===== config.mk =====
export PLATFORM = sky130hd
export DESIGN_NAME = shift_rx_deser
export DESIGN_NICKNAME = d
export VERILOG_FILES = /design/src/rtl/shift_rx_deser.sv
export SDC_FILE = /design/constraint.sdc
export NUM_CORES = 1
export LEC_CHECK = 0
export ABC_CLOCK_PERIOD_IN_PS = 1700
export BUFFER_PORTS_ARGS = -buffer_cell sky130_fd_sc_hd__buf_4
export CORE_MARGIN = 10
export CORE_UTILIZATION = 40
export CTS_CLUSTER_DIAMETER = 100
export DETAILED_ROUTE_END_ITERATION = 10
export SLEW_MARGIN = 20
export SYNTH_ARGS = -nofsm -noshare
export SYNTH_HDL_FRONTEND = slang
export SYNTH_SLANG_ARGS = --single-unit

===== constraint.sdc =====
create_clock -name clk -period 1.7 [get_ports clk]
set_input_delay 0.085 -clock clk [delete_from_list [all_inputs] [get_ports clk]]
set_output_delay 0.085 -clock clk [all_outputs]
set_load 0.03 [all_outputs]

===== src/rtl/shift_rx_deser.sv =====
// shift_rx_deser: serial-to-parallel receiver, LSB first, with a single-entry
// valid/ready output register.
//
// Optional feature macro: SHIFT_RX_PARITY_EN
//   defined   - each frame is WIDTH data bits plus one even-parity bit;
//               parity_err is registered alongside out_data
//   undefined - each frame is WIDTH data bits; parity_err is tied to 0
//
// Ports:
//   clk        - clock, rising edge
//   reset      - asynchronous, active-high; clears all state
//   ser_in     - serial data bit
//   ser_valid  - ser_in is sampled on this edge when high
//   frame_clr  - synchronous; drops the partial word, bit counter to 0
//   out_data   - assembled word, bit 0 is the first bit received
//   out_valid  - out_data holds an unconsumed word
//   out_ready  - consumer accepts the word when out_valid is also high
//   parity_err - parity status of the held word
//   overflow   - sticky; a completed word was dropped (output full)
//   busy       - a partial frame is in progress
module shift_rx_deser #(
  parameter int unsigned WIDTH = 8
) (
  input  logic             clk,
  input  logic             reset,
  input  logic             ser_in,
  input  logic             ser_valid,
  input  logic             frame_clr,
  output logic [WIDTH-1:0] out_data,
  output logic             out_valid,
  input  logic             out_ready,
  output logic             parity_err,
  output logic             overflow,
  output logic             busy
);

  localparam int unsigned    CW       = $clog2(WIDTH);
  localparam logic [CW-1:0]  CNT_LAST = CW'(WIDTH - 1);

`ifdef SHIFT_RX_PARITY_EN
  typedef enum logic {S_DATA, S_PAR} state_t;
`else
  typedef enum logic {S_DATA} state_t;
`endif

  state_t           state, state_n;
  logic [WIDTH-1:0] sr, sr_n;
  logic [CW-1:0]    cnt, cnt_n;
  logic [WIDTH-1:0] commit_data;
  logic             commit;
  logic             load;
`ifdef SHIFT_RX_PARITY_EN
  logic             commit_perr;
`endif

  always_ff @(posedge clk or posedge reset) begin
    if (reset) begin
      state <= S_DATA;
      sr    <= '0;
      cnt   <= '0;
    end else begin
      state <= state_n;
      sr    <= sr_n;
      cnt   <= cnt_n;
    end
  end

  always_comb begin
    state_n     = state;
    sr_n        = sr;
    cnt_n       = cnt;
    commit      = 1'b0;
    commit_data = sr;
`ifdef SHIFT_RX_PARITY_EN
    commit_perr = 1'b0;
`endif
    if (frame_clr) begin
      // frame_clr wins over a bit strobed in the same cycle
      cnt_n   = '0;
      state_n = S_DATA;
    end else if (ser_valid) begin
      case (state)
        S_DATA: begin
          sr_n = {ser_in, sr[WIDTH-1:1]};
          if (cnt == CNT_LAST) begin
            cnt_n = '0;
`ifdef SHIFT_RX_PARITY_EN
            state_n = S_PAR;
`else
            commit      = 1'b1;
            commit_data = sr_n;
`endif
          end else begin
            cnt_n = cnt + 1'b1;
          end
        end
`ifdef SHIFT_RX_PARITY_EN
        S_PAR: begin
          // sr already holds the full word; the parity bit is not shifted in
          commit      = 1'b1;
          commit_perr = ^{sr, ser_in};
          state_n     = S_DATA;
        end
`endif
        default: ;
      endcase
    end
  end

  // A commit loads when the register is empty or is being popped this cycle,
  // so back-to-back words never bubble.
  assign load = commit && (!out_valid || out_ready);

  always_ff @(posedge clk or posedge reset) begin
    if (reset) begin
      out_data  <= '0;
      out_valid <= 1'b0;
      overflow  <= 1'b0;
    end else if (load) begin
      out_data  <= commit_data;
      out_valid <= 1'b1;
    end else begin
      if (commit) overflow <= 1'b1;
      if (out_valid && out_ready) out_valid <= 1'b0;
    end
  end

`ifdef SHIFT_RX_PARITY_EN
  always_ff @(posedge clk or posedge reset) begin
    if (reset) begin
      parity_err <= 1'b0;
    end else if (load) begin
      parity_err <= commit_perr;
    end
  end

  assign busy = (cnt != '0) || (state == S_PAR);
`else
  assign parity_err = 1'b0;
  assign busy       = (cnt != '0);
`endif

endmodule


* Yosys cells after proc, flatten, opt, wreduce, memory -nomap -nowiden
Cells that the tools add are included.
Widths: inputs -> output; s select.
** Storage, ports and cells
- Bits in registers :: 21
- Bits in latches :: 0
- Memory bits (writable) :: 0
- Memory bits (read-only) :: 0
- Output and inout port bits :: 12
- Memories :: 0
** Cells by class
- $add $sub $neg :: 1
- Multiply operators :: 0
- Divide/modulo/power cells :: 0
- Order comparisons :: 0
- Eq/ne operators :: 1
- Shift operators :: 0
- Mux-type cells :: 11
- Bitwise operators :: 2
- Reductions and logical operators :: 9
** Operators by type and width (count)
- $mux 8 :: 3
- $mux 3 :: 3
- $mux 1 :: 5
- $reduce_and 2->1 :: 2
- $reduce_bool 2->1 :: 2
- $add 3x1->3 const B :: 1
- $eq 3x3->1 const B :: 1
- $reduce_bool 3->1 :: 1
- $logic_and 1x1->1 :: 2
- $not 1->1 :: 2
- $logic_not 1->1 :: 1
- $logic_or 1x1->1 :: 1

* Logic depth before layout (Yosys ltp)
Gate-level depths: netlist of run 1.
- Word-level depth :: 7
- Gate-level depth with buffers :: 5
- Gate-level depth less buffers :: 5

* Least setup slack after synthesis of run 1
No wires, ideal clock.
- Path kind :: register -> register
- Start :: register cnt[0]
- End :: register out_data[0]
- Setup time :: 125 ps
- Arrival :: 1356 ps
- Data required time :: 1575 ps
- Path slack :: 219 ps
- Stages on the path, launching flop included :: 5
- Path buffers :: 0
- Period minus slack after synthesis :: 1481 ps
- Path through :: dfrtp_1 -> ha_1 -> ha_1 -> mux2_2 -> mux2_4
** Between the ends
- Word-level cells in the longest chain between the ends :: 5
- Elaborated cells between the ends (all ways) :: 8
** RTL lines
- from (decl) :: line 48 : logic [CW-1:0] cnt, cnt_n;
- from (signal assigned) :: line 64 : cnt <= cnt_n;
- $eq 3x3->1 * :: line 85 : if (cnt == CNT_LAST) begin
- $mux 1 :: line 85
- $mux 1 :: line 81 : end else if (ser_valid) begin
- $mux 1 :: line 77 : if (frame_clr) begin
- $logic_and 1x1->1 :: line 112 : assign load = commit && (!out_valid || out_ready);
- to (signal assigned) :: line 120 : out_data <= commit_data;
- to (decl) :: line 29 : output logic [WIDTH-1:0] out_data,
Every way passes the cells marked *; elsewhere a longest branch is shown, timed or not.
A chain may end at the register's enable or synchronous reset.

* Final worst setup path of run 1
- Start :: register cnt[0]
- End :: register out_data[1]
The elaborated chain is that of the path after synthesis.

==> flow_summary.json, run 1 <==
{
  "drt-vias-per-instance": 4.67,
  "cts.clk_slew.worst_paths_ps": 120,
  "fill_cells": 228,
  "drc": 0,
  "dpl.cell_count": 110,
  "postLayoutCoreUtil_pct": 49.9,
  "finalCriticalPeriod_ps": 1600,
  "yosysSeqAreaShare_pct": 50.4,
  "final-hold-violation-count": 0,
  "rsz0062_at_grt": "false",
  "firstDrtPassIters": 3,
  "end_kind": "flip-flop",
  "cts_setup_buffers": 0,
  "die_h_um": 71.1,
  "cts_tree": "yes",
  "htree_levels": 1,
  "max_cap_violations": 0,
  "setup_violations": 0,
  "first_iter_violations": 8,
  "dieArea_mm2": 0.00505,
  "grt_pass1_vias": 628,
  "num_rows": 18,
  "p_leak_nw": 0.649,
  "ant_nets": 0,
  "fin_crit_sh_pct": 94.1,
  "antenna_found_initial": 0,
  "netlist_area_mm2": 0.00104,
  "area_growth_pct": 18.5,
  "multi_input_area_um2": 477,
  "yosys_warnings": 0,
  "place_congestion": 0.708,
  "dp_slack_ps": 99.3,
  "hp-class": "input port to flip-flop",
  "crit_top_cell": "ha_1",
  "crit_family": "multiplexers",
  "placed_cell_area_mm2": 0.00118,
  "avgRoutedWirePerCell_um": 15.0,
  "p_total_mw": 1.15,
  "crit_fanout": 5,
  "port_buffers": 16,
  "grt_max_degree": 22,
  "design_area_mm2": 0.00124,
  "fin_cells": 117,
  "vdd_drop_max_uv": 515,
  "diodes": 0,
  "io_pins": 18,
  "slowest_stage": "dfrtp_1",
  "syn-num-nets": 76,
  "cpPeakStageDelay_ps": 400,
  "fin_ws_ps": 101,
  "layout_common_cells": "21 x dfrtp_1, 17 x buf_4, 16 x mux2_4",
  "drv_slew": 0,
  "reg2reg_slack_ps": 100,
  "numClockSinks": 21,
  "crit_required_ps": 1900,
  "max_freq_ghz": 0.625,
  "regArea_um2": 526,
  "wl_um": 1760,
  "yosys.cell_types.count": 18,
  "initial_core_util_pct": 42.1,
  "crit_type": "flip-flop to flip-flop",
  "skew_ps": 4.83,
  "cts_root_buf": "clkbuf_4",
  "arrival_ps": 1800,
  "final_common_cell": "dfrtp_1",
  "layout-drive-gt1-share_pct": 54.0,
  "dr_total_vias": 546,
  "grt_overflow": 0,
  "post-dp-hpwl_um": 1260,
  "hold_buffers": 3,
  "core_mm2": 0.00248,
  "crit_buf_inv": 0,
  "synth_top_area_share_pct": 50.4,
  "synth-seq-cells": 21,
  "power_density_mw_per_mm2": 930,
  "yosysTopAreaCell": "dfrtp_1",
  "nets": 98,
  "synthCells": 66,
  "crit_path_start_kind": "flip-flop",
  "insertion_delay_ps": 310,
  "ctsResizeCount": 0,
  "yosys-top-cells-area": "dfrtp_1 50%, mux2_4 23%, mux2_2 5.4%",
  "crit_chain": "ha_1 -> ha_1 -> mux2_2 -> mux2_4",
  "clock_path_buffers": 2,
  "die_x_um": 71.1,
  "fin_tns_setup_ps": 0,
  "grt_pass1_wl_um": 2990,
  "status": "completed",
  "grtUsageTotal_pct": 7.53,
  "cts_buffers": 3,
  "avgSynthCellArea_um2": 15.8,
  "hold-worst-slack_ps": 103
}
[synthesized netlist by cell type]
library cell  instances
conb_1                1
mux2_2                5
buf_4                 1
and2b_4               1
nor2b_4               1
inv_1                 3
nor2_8                1
ha_1                  4
nor2_1                3
dfrtp_1              21
a31o_2                1
or2b_1                1
xnor2_1               1
buf_6                 2
nand2b_1              1
nand3b_4              1
mux2i_1               2
mux2_4               16
[power by group]
group	switching, mW	internal [mW]	total [mW]
Clock	0.156	0.0878	0.244
Combinational	0.0796	0.175	0.254
Sequential	0.0718	0.579	0.651
Total	0.307	0.842	1.15
[worst min-delay path, delay by kind of cell]
kind	cells	cell delay [ps]
simple gates	1	40
xor+xnor	1	120
buf+inv	1	130
[path summary, 6_finish.rpt]
check                                from          end  cells past startpoint
worst max-delay path               cnt[0]  out_data[1]                      4
worst min-delay path            ser_valid       cnt[0]                      3
worst max register to register     cnt[0]  out_data[1]                      4
worst min register to register   overflow     overflow                      1
max in group asynchronous           reset        sr[0]                      4
min in group asynchronous           reset  out_data[7]                      4
[cell families (layout without fill, tap and decap cells)]
| logic type | count (synthesis) | count (layout) | share of synthesized area, % |
|---|---|---|---|
| other | 1 | 1 | 0.359 |
| xor gates and xnor gates | 1 | 1 | 0.839 |
| and+or+nand+nor | 9 | 9 | 8.51 |
| adders and majority gates | 4 | 4 | 4.80 |
| AOI/OAI and AO/OA | 1 | 1 | 0.839 |
| buffers and inverters | 6 | 27 | 3.96 |
| muxes | 23 | 23 | 30.3 |
| DFF | 21 | 21 | 50.4 |
[sequential cells by signal, indices dropped and copies added, names as in the netlist]
signal	flops
overflow	1
cnt	3
sr	8
out_valid	1
out_data	8
[layer usage]
layer	up-vias	global-route usage (%)	routed length, µm
met5	-	0	0
met4	0	4.52	32
met3	4	3.49	121
met2	14	10.4	775
met1	263	9.26	830
li1	265	-	-
[final cells by class]
type                            count  share of cell area, %
Sequential cell                    21                   42.5
Multi-Input combinational cell     39                   38.6
Timing Repair Buffer               20                   12.8
Tap cell                           30                   3.04
Clock buffer                        3                   1.82
Inverter                            3                  0.911
Clock inverter                      1                  0.405
Power figures use the tool's default switching activity.
==> run 2, diff against run 1 <==
--- a/config.mk
+++ b/config.mk
@@ -5,7 +5,7 @@
 export SDC_FILE = /design/constraint.sdc
 export NUM_CORES = 1
 export LEC_CHECK = 0
-export ABC_CLOCK_PERIOD_IN_PS = 1700
+export ABC_CLOCK_PERIOD_IN_PS = 1600
 export BUFFER_PORTS_ARGS = -buffer_cell sky130_fd_sc_hd__buf_4
 export CORE_MARGIN = 10
 export CORE_UTILIZATION = 40
==> constraint.sdc (replaced) <==
create_clock -name clk -period 1.6 [get_ports clk]
set_input_delay 0.08 -clock clk [delete_from_list [all_inputs] [get_ports clk]]
set_output_delay 0.08 -clock clk [all_outputs]
set_load 0.03 [all_outputs]
==> flow_summary.json, run 2 (synthesis gave the netlist of run 1 again) <==
{
  "status": "completed",
  "crit_fanout": 8,
  "ant_nets": 0,
  "fin_ws_ps": 46.5,
  "crit_required_ps": 1800,
  "numClockSinks": 21,
  "fin_crit_sh_pct": 97.1,
  "end_kind": "flip-flop",
  "regArea_um2": 526,
  "grt_max_degree": 22,
  "cts_setup_buffers": 0,
  "multi_input_area_um2": 514,
  "diodes": 0,
  "skew_ps": 13.3,
  "antenna_found_initial": 0,
  "initial_core_util_pct": 42.1,
  "drt-vias-per-instance": 4.73,
  "first_iter_violations": 4,
  "firstDrtPassIters": 3,
  "die_h_um": 71.1,
  "layout_common_cells": "21 x dfrtp_1, 18 x buf_4, 16 x mux2_4",
  "htree_levels": 1,
  "max_cap_violations": 0,
  "fill_cells": 221,
  "rsz0062_at_grt": "false",
  "p_leak_nw": 0.645,
  "layout-drive-gt1-share_pct": 58.0,
  "cts_root_buf": "clkbuf_4",
  "power_density_mw_per_mm2": 961,
  "insertion_delay_ps": 310,
  "port_buffers": 16,
  "drc": 0,
  "wl_um": 1820,
  "slowest_stage": "dfrtp_1",
  "cts_buffers": 3,
  "setup_violations": 0,
  "grt_pass1_wl_um": 2860,
  "final-hold-violation-count": 0,
  "crit_top_cell": "ha_4",
  "dp_slack_ps": 11.6,
  "max_freq_ghz": 0.644,
  "io_pins": 18,
  "place_congestion": 0.698,
  "nets": 99,
  "die_x_um": 71.1,
  "grt_pass1_vias": 592,
  "cts.clk_slew.worst_paths_ps": 130,
  "top_regs": "out_data (8), sr (8), cnt (3)",
  "area_growth_pct": 22.8,
  "cts_tree": "yes",
  "crit_type": "flip-flop to flip-flop",
  "avgRoutedWirePerCell_um": 15.4,
  "crit_chain": "ha_4 -> ha_4 -> nand3b_4 -> nor2_8 -> mux2_4",
  "num_rows": 18,
  "core_mm2": 0.00248,
  "vdd_drop_max_uv": 722,
  "hp-class": "input port to flip-flop",
  "final_common_cell": "dfrtp_1",
  "finalCriticalPeriod_ps": 1550,
  "dieArea_mm2": 0.00505,
  "drv_slew": 0,
  "post-dp-hpwl_um": 1230,
  "clock_path_buffers": 2,
  "cpPeakStageDelay_ps": 430,
  "grt_overflow": 0,
  "fin_tns_setup_ps": 0,
  "crit_path_start_kind": "flip-flop",
  "arrival_ps": 1750,
  "dr_total_vias": 558,
  "grtUsageTotal_pct": 6.94
}
==> run 2: cell count changes in the layout (fill, tap and decap cells not counted) <==
cell / delta
buf_4: +1
ha_1: -3
ha_4: +3
==> run 2: repair_timing <==
item | CTS | global route
gates cloned | 0 | 0
setup endpoints to repair | 5 | 8
hold endpoints to repair | 24 | 1
pin swaps | 0 | 1
resized for setup | 1 | 5
hold buffers | 2 | 1
==> run 2: power by group <==
part	internal [mW]	switching, mW	total [mW]	leakage, nW
sequential	0.615	0.0764	0.692	0.276
combinational	0.190	0.0877	0.278	0.351
clock	0.0933	0.169	0.262	0.0177
==> run 2: cell type report <==
type	instances	area share, %
clock buffer	3	1.76
tap	30	2.93
timing repair buffer	21	12.9
sequential	21	41.0
clock inverter	1	0.391
multi-input combinational	39	40.1
inverter	3	0.879
==> run 2: stage by stage <==
| step | utilization (%) | instances | hold slack, ps | power [mW] | area (µm²) |
|---|---|---|---|---|---|
| 4_1_cts | 49.9 | 117 | 5.05 | 1.24 | 1240 |
| 6_report | 51.7 | 118 | 75.3 | 1.23 | 1280 |
| 3_3_place_gp | 47.9 | 111 | 132 | 0.963 | 1190 |
| 3_5_place_dp | 47.9 | 111 | 138 | 0.970 | 1190 |
| 2_1_floorplan | - | 66 | 56.5 | 0.908 | 1040 |
| 5_1_grt | 51.7 | 118 | 81.7 | 1.30 | 1280 |
==> run 2: path summary, 6_finish.rpt <==
path / slack (ps) / cells past startpoint / end / from
worst max-delay path: 50 / 5 / out_data[7] / cnt[0]
worst min-delay path: 80 / 3 / cnt[0] / ser_valid
worst max register to register: 50 / 5 / out_data[7] / cnt[0]
worst min register to register: 490 / 1 / overflow / overflow
max in group asynchronous: 1030 / 4 / out_data[5] / reset
min in group asynchronous: 340 / 4 / cnt[0] / reset
==> run 2: worst max-delay path: cells and delay by family, from the launching register on <==
kind | cells | cell delay, ps
AND/OR/NAND/NOR | 2 | 340
adder cells (fa/ha/maj) | 2 | 340
flip-flops | 1 | 430
multiplexers | 1 | 320
==> run 2: routing by layer <==
metal  GRT usage [%]  wire (µm)
met1            8.95        875
met2            9.69        824
met3            4.18        104
met4            1.29         12
met5               0          0
==> run 3, diff against run 2 <==
--- a/config.mk
+++ b/config.mk
@@ -8,9 +8,10 @@
 export ABC_CLOCK_PERIOD_IN_PS = 1600
 export BUFFER_PORTS_ARGS = -buffer_cell sky130_fd_sc_hd__buf_4
 export CORE_MARGIN = 10
-export CORE_UTILIZATION = 40
+export CORE_UTILIZATION = 53
 export CTS_CLUSTER_DIAMETER = 100
 export DETAILED_ROUTE_END_ITERATION = 10
+export PLACE_DENSITY = 0.76
 export SLEW_MARGIN = 20
 export SYNTH_ARGS = -nofsm -noshare
 export SYNTH_HDL_FRONTEND = slang
==> flow_summary.json, run 3 (synthesis gave the netlist of run 1 again) <==
{
  "p_leak_nw": 0.642,
  "place_congestion": 0.725,
  "fill_cells": 140,
  "grt_max_degree": 22,
  "p_total_mw": 1.23,
  "area_growth_pct": 22.1,
  "end_kind": "flip-flop",
  "num_rows": 15,
  "max_cap_violations": 0,
  "port_buffers": 16,
  "crit_type": "flip-flop to flip-flop",
  "wl_met3_um": 114,
  "rsz0062_at_grt": "false",
  "top_regs": "out_data (8), sr (8), cnt (3)",
  "status": "completed",
  "setup_violations": 0,
  "cts.clk_slew.worst_paths_ps": 120,
  "finalCriticalPeriod_ps": 1520,
  "power_density_mw_per_mm2": 963,
  "cts_buffers": 3,
  "met1_length_um": 748,
  "crit_fanout": 8,
  "regArea_um2": 526,
  "fin_tns_setup_ps": 0,
  "grt_pass1_vias": 632,
  "grtUsageTotal_pct": 9.57,
  "crit_path_start_kind": "flip-flop",
  "max_freq_ghz": 0.657,
  "diodes": 0,
  "cts_setup_buffers": 0,
  "cts_root_buf": "clkbuf_4",
  "grt_pass1_wl_um": 3120,
  "multi_input_area_um2": 514,
  "cts_tree": "yes",
  "avgRoutedWirePerCell_um": 15.4,
  "drc": 0,
  "skew_ps": 9.47,
  "firstDrtPassIters": 4,
  "arrival_ps": 1710,
  "layout-drive-gt1-share_pct": 56.8,
  "grt_overflow": 0,
  "core_mm2": 0.00180,
  "dieArea_mm2": 0.00414,
  "ant_nets": 0,
  "clock_path_buffers": 2,
  "hp-class": "input port to flip-flop",
  "insertion_delay_ps": 310,
  "final_common_cell": "dfrtp_1",
  "hold_path_depth": 3,
  "die_h_um": 64.4,
  "post-dp-hpwl_um": 1310,
  "nets": 99,
  "final-hold-violation-count": 0,
  "top_layer": "met4",
  "wl_um": 1740,
  "numClockSinks": 21,
  "first_iter_violations": 6,
  "dr_wl_met2_um": 829,
  "antenna_found_initial": 0,
  "layout_common_cells": "21 x dfrtp_1, 18 x buf_4, 16 x mux2_4",
  "drt-vias-per-instance": 4.91,
  "fin_crit_sh_pct": 95.1,
  "initial_core_util_pct": 57.9,
  "drv_slew": 0,
  "die_x_um": 64.4,
  "htree_levels": 1,
  "vdd_drop_max_uv": 518,
  "reg2reg_depth": 5,
  "io_pins": 18,
  "dr_total_vias": 555,
  "crit_required_ps": 1790
}
-- run 3: cell types whose count changed in the layout (fill, tap and decap cells not counted), sizes merged --
cell    change
clkinv      -1
clkbuf      +1
-- run 3: path summary, 6_finish.rpt --
check | start | endpoint | slack, ps
max | cnt[1] | out_data[1] | 80
min | ser_valid | cnt[0] | 90
max reg2reg | cnt[1] | out_data[1] | 80
min reg2reg | overflow | overflow | 500
max in group asynchronous | reset | cnt[2] | 1040
min in group asynchronous | reset | out_data[0] | 350
-- run 3: timing repair --
item                                   4_1_cts  5_1_grt
setup endpoints to repair                    0        8
resized for setup                            0        6
hold buffers                                 2        1
endpoints found under the hold margin       24        1
-- run 3: power by group --
part | internal [mW] | switching [mW]
combinational | 0.191 | 0.0878
sequential | 0.616 | 0.0786
clock | 0.0972 | 0.156
-- run 3: critical path, stage by stage (launching register included) --
cell	delay, ps
dfrtp_1	420
ha_4	180
ha_4	140
nand3b_4	100
nor2_8	240
mux2_4	320
-- run 3: per-stage QoR --
stage / setup slack, ps / cells / util [%] / hold slack (ps) / cell area, µm²
after CTS: 21.5 / 112 / 68.1 / 2.09 / 1230
after global routing: 8.97 / 113 / 70.7 / 96.8 / 1270
after floorplan: 119 / 66 / - / 56.5 / 1040
after detailed placement: 38.5 / 106 / 65.5 / 132 / 1180
after global placement: 74.3 / 106 / 65.5 / 129 / 1180
final: 78.8 / 113 / 70.7 / 89.4 / 1270
-- run 3: final cells by class --
| class | instances | area share (%) |
|---|---|---|
| Multi-Input combinational cell | 39 | 40.4 |
| Timing Repair Buffer | 21 | 13.0 |
| Sequential cell | 21 | 41.3 |
| Inverter | 3 | 0.884 |
| Clock buffer | 4 | 2.06 |
| Tap cell | 25 | 2.46 |
-- run 3: per-layer routing --
metal | vias to the layer above | GRT usage, %
li1 | 267 | -
met1 | 269 | 10.7
met2 | 14 | 15.3
met3 | 5 | 3.48
met4 | 0 | 5.61
met5 | - | 0
